[src/rtl/keypad_scan_debounce.sv]
// 4x4 matrix keypad scanner: rotates one-cold row drive, classifies each full scan frame,
// debounces across frames and reports one key event per press. `KEY_FIFO_EN adds an event FIFO.
module keypad_scan_debounce #(
    parameter int unsigned SCAN_DIV        = 250000,
    parameter int unsigned DEBOUNCE_FRAMES = 3,
    parameter int unsigned FIFO_DEPTH      = 4
) (
    input  logic       clock,
    input  logic       reset,
    input  logic [3:0] keypadCol,
    output logic [3:0] keypadRow,
    output logic       key_valid,
    output logic [3:0] key_code,
    input  logic       key_ready,
    output logic       key_held,
    output logic       ghost,
    output logic       overflow
);

    localparam int unsigned      DIV_W    = (SCAN_DIV > 1) ? $clog2(SCAN_DIV) : 1;
    localparam logic [DIV_W-1:0] DIV_LAST = DIV_W'(SCAN_DIV - 1);
    localparam logic [3:0]       DEB      = 4'(DEBOUNCE_FRAMES);

    typedef enum logic [1:0] {CLS_NONE, CLS_ONE, CLS_MULTI} class_t;
    typedef enum logic [1:0] {S_IDLE, S_PRESS_WAIT, S_HELD, S_RELEASE_WAIT} state_t;

    logic [DIV_W-1:0] div_q, div_d;
    logic [1:0]       row_q, row_d;
    logic [2:0][3:0]  snap_q;
    logic             tick, frame_done;

    logic [3:0][3:0]  frm_rows;
    logic [4:0]       n_low;
    logic [3:0]       frm_code;
    class_t           frm_cls;

    class_t           prev_cls_q;
    logic [3:0]       prev_code_q;
    logic [3:0]       stable_q, stable_d;
    logic             same_frame, reached, is_cand;
    logic             ghost_q;

    state_t           state_q, state_d;
    logic [3:0]       cand_q, cand_d;
    logic             held_q, held_d;
    logic             emit;

    // ---------------- scan timing ----------------
    always_comb begin
        tick       = (div_q == DIV_LAST);
        div_d      = tick ? '0 : div_q + 1'b1;
        row_d      = tick ? row_q + 2'd1 : row_q;
        frame_done = tick && (row_q == 2'd3);
        keypadRow  = ~(4'b1000 >> row_q);
    end

    always_ff @(posedge clock or negedge reset) begin
        if (!reset) begin
            div_q  <= '0;
            row_q  <= '0;
            snap_q <= '1;
        end else begin
            div_q <= div_d;
            row_q <= row_d;
            if (tick) begin
                case (row_q)
                    2'd0:    snap_q[0] <= keypadCol;
                    2'd1:    snap_q[1] <= keypadCol;
                    2'd2:    snap_q[2] <= keypadCol;
                    default: ;
                endcase
            end
        end
    end

    // ---------------- frame classification ----------------
    // Row 3 is taken straight from the pins on the frame-complete tick instead of a snapshot slot.
    always_comb begin
        frm_rows = {keypadCol, snap_q[2], snap_q[1], snap_q[0]};
        n_low    = '0;
        frm_code = '0;
        for (int unsigned r = 0; r < 4; r++) begin
            for (int unsigned c = 0; c < 4; c++) begin
                if (!frm_rows[2'(r)][2'(3 - c)]) begin
                    n_low    = n_low + 5'd1;
                    frm_code = {2'(r), 2'(c)};
                end
            end
        end
        if (n_low == 5'd0) begin
            frm_cls = CLS_NONE;
        end else if (n_low == 5'd1) begin
            frm_cls = CLS_ONE;
        end else begin
            frm_cls = CLS_MULTI;
        end
    end

    always_comb begin
        same_frame = (frm_cls == prev_cls_q) &&
                     ((frm_cls != CLS_ONE) || (frm_code == prev_code_q));
        if (!same_frame) begin
            stable_d = 4'd1;
        end else if (stable_q >= DEB) begin
            stable_d = DEB;
        end else begin
            stable_d = stable_q + 4'd1;
        end
        reached = (stable_d >= DEB);
        is_cand = (frm_cls == CLS_ONE) && (frm_code == cand_q);
    end

    always_ff @(posedge clock or negedge reset) begin
        if (!reset) begin
            prev_cls_q  <= CLS_NONE;
            prev_code_q <= '0;
            stable_q    <= '0;
            ghost_q     <= 1'b0;
        end else if (frame_done) begin
            prev_cls_q  <= frm_cls;
            prev_code_q <= frm_code;
            stable_q    <= stable_d;
            ghost_q     <= (frm_cls == CLS_MULTI);
        end
    end

    // ---------------- debounce FSM ----------------
    always_comb begin
        state_d = state_q;
        cand_d  = cand_q;
        held_d  = held_q;
        emit    = 1'b0;
        if (frame_done) begin
            case (state_q)
                S_IDLE: begin
                    // Accepting straight from IDLE only matters when DEBOUNCE_FRAMES is 1.
                    if (frm_cls == CLS_ONE) begin
                        cand_d = frm_code;
                        if (reached) begin
                            state_d = S_HELD;
                            held_d  = 1'b1;
                            emit    = 1'b1;
                        end else begin
                            state_d = S_PRESS_WAIT;
                        end
                    end
                end
                S_PRESS_WAIT: begin
                    if (!is_cand) begin
                        state_d = S_IDLE;
                    end else if (reached) begin
                        state_d = S_HELD;
                        held_d  = 1'b1;
                        emit    = 1'b1;
                    end
                end
                S_HELD: begin
                    if (!is_cand) begin
                        state_d = S_RELEASE_WAIT;
                    end
                end
                S_RELEASE_WAIT: begin
                    if (is_cand) begin
                        state_d = S_HELD;
                    end else if ((frm_cls == CLS_NONE) && reached) begin
                        state_d = S_IDLE;
                        held_d  = 1'b0;
                    end
                end
                default: state_d = S_IDLE;
            endcase
        end
    end

    always_ff @(posedge clock or negedge reset) begin
        if (!reset) begin
            state_q <= S_IDLE;
            cand_q  <= '0;
            held_q  <= 1'b0;
        end else begin
            state_q <= state_d;
            cand_q  <= cand_d;
            held_q  <= held_d;
        end
    end

    assign key_held = held_q;
    assign ghost    = ghost_q;

    // ---------------- event output ----------------
`ifdef KEY_FIFO_EN
    localparam int unsigned PTR_W = (FIFO_DEPTH > 1) ? $clog2(FIFO_DEPTH) : 1;
    localparam int unsigned CNT_W = PTR_W + 1;
    localparam logic [CNT_W-1:0] FULL_CNT = CNT_W'(FIFO_DEPTH);

    logic [3:0]       mem_q [FIFO_DEPTH];
    logic [PTR_W-1:0] wr_q, rd_q;
    logic [CNT_W-1:0] cnt_q;
    logic             ovf_q;
    logic             full, pop, do_write;

    always_comb begin
        full     = (cnt_q == FULL_CNT);
        pop      = (cnt_q != '0) && key_ready;
        do_write = emit && (!full || pop);
    end

    always_ff @(posedge clock or negedge reset) begin
        if (!reset) begin
            for (int unsigned i = 0; i < FIFO_DEPTH; i++) begin
                mem_q[i] <= '0;
            end
            wr_q  <= '0;
            rd_q  <= '0;
            cnt_q <= '0;
            ovf_q <= 1'b0;
        end else begin
            if (do_write) begin
                mem_q[wr_q] <= cand_d;
                wr_q        <= wr_q + 1'b1;
            end
            if (pop) begin
                rd_q <= rd_q + 1'b1;
            end
            case ({do_write, pop})
                2'b10:   cnt_q <= cnt_q + 1'b1;
                2'b01:   cnt_q <= cnt_q - 1'b1;
                default: ;
            endcase
            if (emit && full && !pop) begin
                ovf_q <= 1'b1;
            end
        end
    end

    assign key_valid = (cnt_q != '0);
    assign key_code  = mem_q[rd_q];
    assign overflow  = ovf_q;
`else
    logic       valid_q;
    logic [3:0] code_q;
    logic       unused_ready;

    always_ff @(posedge clock or negedge reset) begin
        if (!reset) begin
            valid_q <= 1'b0;
            code_q  <= '0;
        end else begin
            valid_q <= emit;
            if (emit) begin
                code_q <= cand_d;
            end
        end
    end

    assign unused_ready = key_ready;
    assign key_valid    = valid_q;
    assign key_code     = code_q;
    assign overflow     = 1'b0;
`endif

endmodule

[config.mk]
export PLATFORM = sky130hd
export DESIGN_NAME = keypad_scan_debounce
export DESIGN_NICKNAME = d
export VERILOG_FILES = /design/src/rtl/keypad_scan_debounce.sv
export SDC_FILE = /design/constraint.sdc
export NUM_CORES = 1
export LEC_CHECK = 0
export CORE_MARGIN = 1
export CORE_UTILIZATION = 40
export CTS_CLUSTER_DIAMETER = 50
export DETAILED_ROUTE_END_ITERATION = 6
export DONT_BUFFER_PORTS = 1
export SETUP_SLACK_MARGIN = 0.05
export SYNTH_ARGS = -nofsm -noshare
export SYNTH_HDL_FRONTEND = slang
export SYNTH_SLANG_ARGS = --single-unit
export TNS_END_PERCENT = 20
[constraint.sdc]
create_clock -name clock -period 11.3 [get_ports clock]
set_input_delay 1.13 -clock clock [delete_from_list [all_inputs] [get_ports clock]]
set_output_delay 1.13 -clock clock [all_outputs]
set_load 0.02 [all_outputs]
==> flow_summary.json <==
{
  "yosysTopAreaCellShare_pct": 24.0,
  "async_flop_share_pct": 100,
  "ir_drop_v": 0.0000970,
  "crit_path_end_kind": "flip-flop",
  "crit_slowest_cell": "dfstp_2",
  "holdBufCountCts": 0,
  "dieArea_um2": 11400,
  "flow.area_growth_from_synthesis_pct": 5.29,
  "cts_tree": "built",
  "wl_per_cell_um": 13.8,
  "grt_pass1_wl_um": 14800,
  "rows": 37,
  "clk_pin_slew_worst_paths_ns": 0.10,
  "min_path_type": "flip-flop to flip-flop",
  "syn_inst": 476,
  "hp-start": "div_q[10]",
  "final_hold_viol_count": 0,
  "critPathMaxFanout": 5,
  "avgSynthCellArea_um2": 9.19,
  "antenna_found_initial": 0,
  "wl_um": 8340,
  "fin_skew_ns": 0.0100,
  "dp.cells": 594,
  "yosys-top-cells-count": "61 x nand2_1, 42 x dfrtp_1, 39 x xnor2_1",
  "grt_usage_pct": 15.9,
  "io_buffers": 0,
  "synth_seq_cells": 54,
  "wl_met2_um": 4010,
  "final_cells": 605,
  "place_hpwl_um": 6340,
  "initial_core_util_pct": 41.8,
  "clock_latency_ns": 0.31,
  "finalSetupViolCount": 0,
  "r2r-start": "frm_rows[2]",
  "place_congestion": 0.841,
  "p_comb_share_pct": 36.8,
  "core_area_um2": 10500,
  "required_ns": 11.49,
  "first_pass_iters": 4,
  "drc": 0,
  "r2r-end": "key_code[0]",
  "holdPathEnd": "div_q[10]",
  "worstSetupPathType": "flip-flop to flip-flop",
  "clock-sinks": 54,
  "status": "finished, final reports clean",
  "wl_met1_um": 4110,
  "yosysTopAreaCell": "dfrtp_1",
  "p_int_w": 0.000319,
  "fin_crit_ns": 10.38,
  "tightest_slew_ns": 0.711,
  "num-nets-final": 496,
  "startpoint_type": "flip-flop",
  "drive_gt1_share_pct": 13.0,
  "syn_nets": 504,
  "netlist_area_um2": 4370,
  "ant_nets": 0,
  "drv_cap": 0,
  "maxSlewHeadroom_pct": 52.1,
  "max_freq_mhz": 96.4,
  "synth_area_leaders": "dfrtp_1 24%, xnor2_1 7.8%, dfstp_2 7.2%",
  "report.final.slew_viol_count": 0,
  "power_w": 0.000482,
  "pin_count": 19,
  "crit_arrival_ns": 10.57,
  "leakage_nw": 2.10,
  "rsz0062_at_grt": "no",
  "die_x_um": 107,
  "clockPowerShare_pct": 22.0,
  "antenna_cells": 0,
  "p_sw_w": 0.000163,
  "cts_buffers": 5,
  "routed.top_layer": "met4",
  "cpMostUsedCell": "ha_1",
  "cts-root-buf": "clkbuf_8",
  "period_share_pct": 91.8,
  "first_iter_violations": 145,
  "synth_cell_types": 75,
  "grt.overflow.total": 0,
  "yosysWarnings": 0,
  "swShare_pct": 33.8,
  "seq_power_share_pct": 41.2,
  "min_path_cells": 1,
  "synth_ff_type": "dfrtp_1",
  "vias": 3157,
  "synth_edf_count": 0,
  "cp_slowest_stage_delay_ns": 0.55,
  "grt_max_degree": 55,
  "grt_pass1_vias": 3161,
  "vias_per_cell": 5.22,
  "wl_met3_um": 139,
  "dieHeight_um": 107,
  "synth_most_common_cell": "nand2_1",
  "cts_buffer_depth": 2,
  "ff2ff_path_depth": 50,
  "utilization_pct": 44.0,
  "r2r_slack_ns": 0.92,
  "final.setup.tns_ns": 0,
  "h-tree-depth": 2,
  "power_per_cell_area_nw_per_um2": 105,
  "synth-seq-area-share_pct": 31.2
}
[sequential cells by signal (all words and copies together), names as in the netlist, 2 cells and up, named ones only]
register	flops
cand_q	4
prev_cls_q	2
stable_q	4
frm_rows	12
div_q	18
row_q	2
key_code	4
prev_code_q	4
[metal layers]
layer | vias up | track usage [%]
met5 | - | 0
met4 | 0 | 3.52
met3 | 8 | 1.84
met2 | 30 | 26.8
met1 | 1484 | 21.8
li1 | 1635 | -
[worst max-delay path, delay by kind of cell (launching register included)]
family                   cells  cell delay, ns
XOR/XNOR                     2            0.73
AO/OA/AOI/OAI               13            2.30
multiplexers                 2            0.62
adder cells (fa/ha/maj)     13            3.65
AND/OR/NAND/NOR             17            2.19
flip-flops                   1            0.55
buffers and inverters        3            0.20
[placed cells by master, fill, tap and decap left out, types with 10 or more instances in the layout]
cell     synthesis  routed
nand2_1         61      61
dfrtp_1         42      42
xnor2_1         39      38
nor2_1          30      30
inv_1           29      29
o21ai_0         23      23
ha_1            21      21
xor2_1          17      17
dfstp_2         12      12
nor2b_1         12      11
a21oi_1         11      11
nand3_1         10      10
mux2_2          10      10
[stage by stage]
stage | worst slack, ns | cell area [µm²] | hold slack [ns]
after floorplan | 1.70 | 4370 | 0.454
after global placement | 0.823 | 4470 | 0.473
after detailed placement | 0.725 | 4470 | 0.478
after CTS | 0.647 | 4560 | 0.491
after global routing | 0.0725 | 4600 | 0.480
final | 0.923 | 4600 | 0.489
[worst max-delay path by stage]
stage	startpoint	endpoint	slack (ns)	depth (start not counted)
after floorplan	frm_rows[2]	key_code[0]	1.70	50
after global placement	frm_rows[2]	key_code[2]	0.82	50
after detailed placement	frm_rows[2]	key_code[1]	0.73	50
after CTS	frm_rows[2]	key_code[2]	0.65	50
after global routing	frm_rows[2]	key_code[0]	0.07	50
final	frm_rows[2]	key_code[0]	0.92	50
[cells by family (layout without fill, tap and decap cells)]
kind of cell	after synthesis	count (layout)	share of synthesized area, %
buffers and inverters	48	41	4.55
other	1	1	0.0858
and+or+nand+nor	180	180	21.3
AOI/OAI and AO/OA	82	82	13.6
DFF	54	54	31.2
xor gates and xnor gates	71	71	18.4
adders and majority gates	21	21	6.01
muxes	19	19	4.75
[timing repair]
action                     in CTS  in global routing
resized for setup               0                  5
setup endpoints to repair       0                 11
buffers inserted                0                  3
[layout make-up]
cell class	count	area, µm²
clock inverter	3	21.3
sequential	54	1370
timing repair buffer	4	30.0
fill	1077	5860
clock buffer	5	68.8
multi-input combinational	374	2840
inverter	29	109
tap	136	170
[power groups by stage]
stage / registers, W / logic [W] / clock network, W
after floorplan: 0.000199 / 0.000145 / 0
after global placement: 0.000202 / 0.000162 / 0
after detailed placement: 0.000202 / 0.000164 / 0
after CTS: 0.000198 / 0.000166 / 0.000111
after global routing: 0.000199 / 0.000199 / 0.000119
final: 0.000198 / 0.000177 / 0.000106
(Power assumes the default switching activity.)
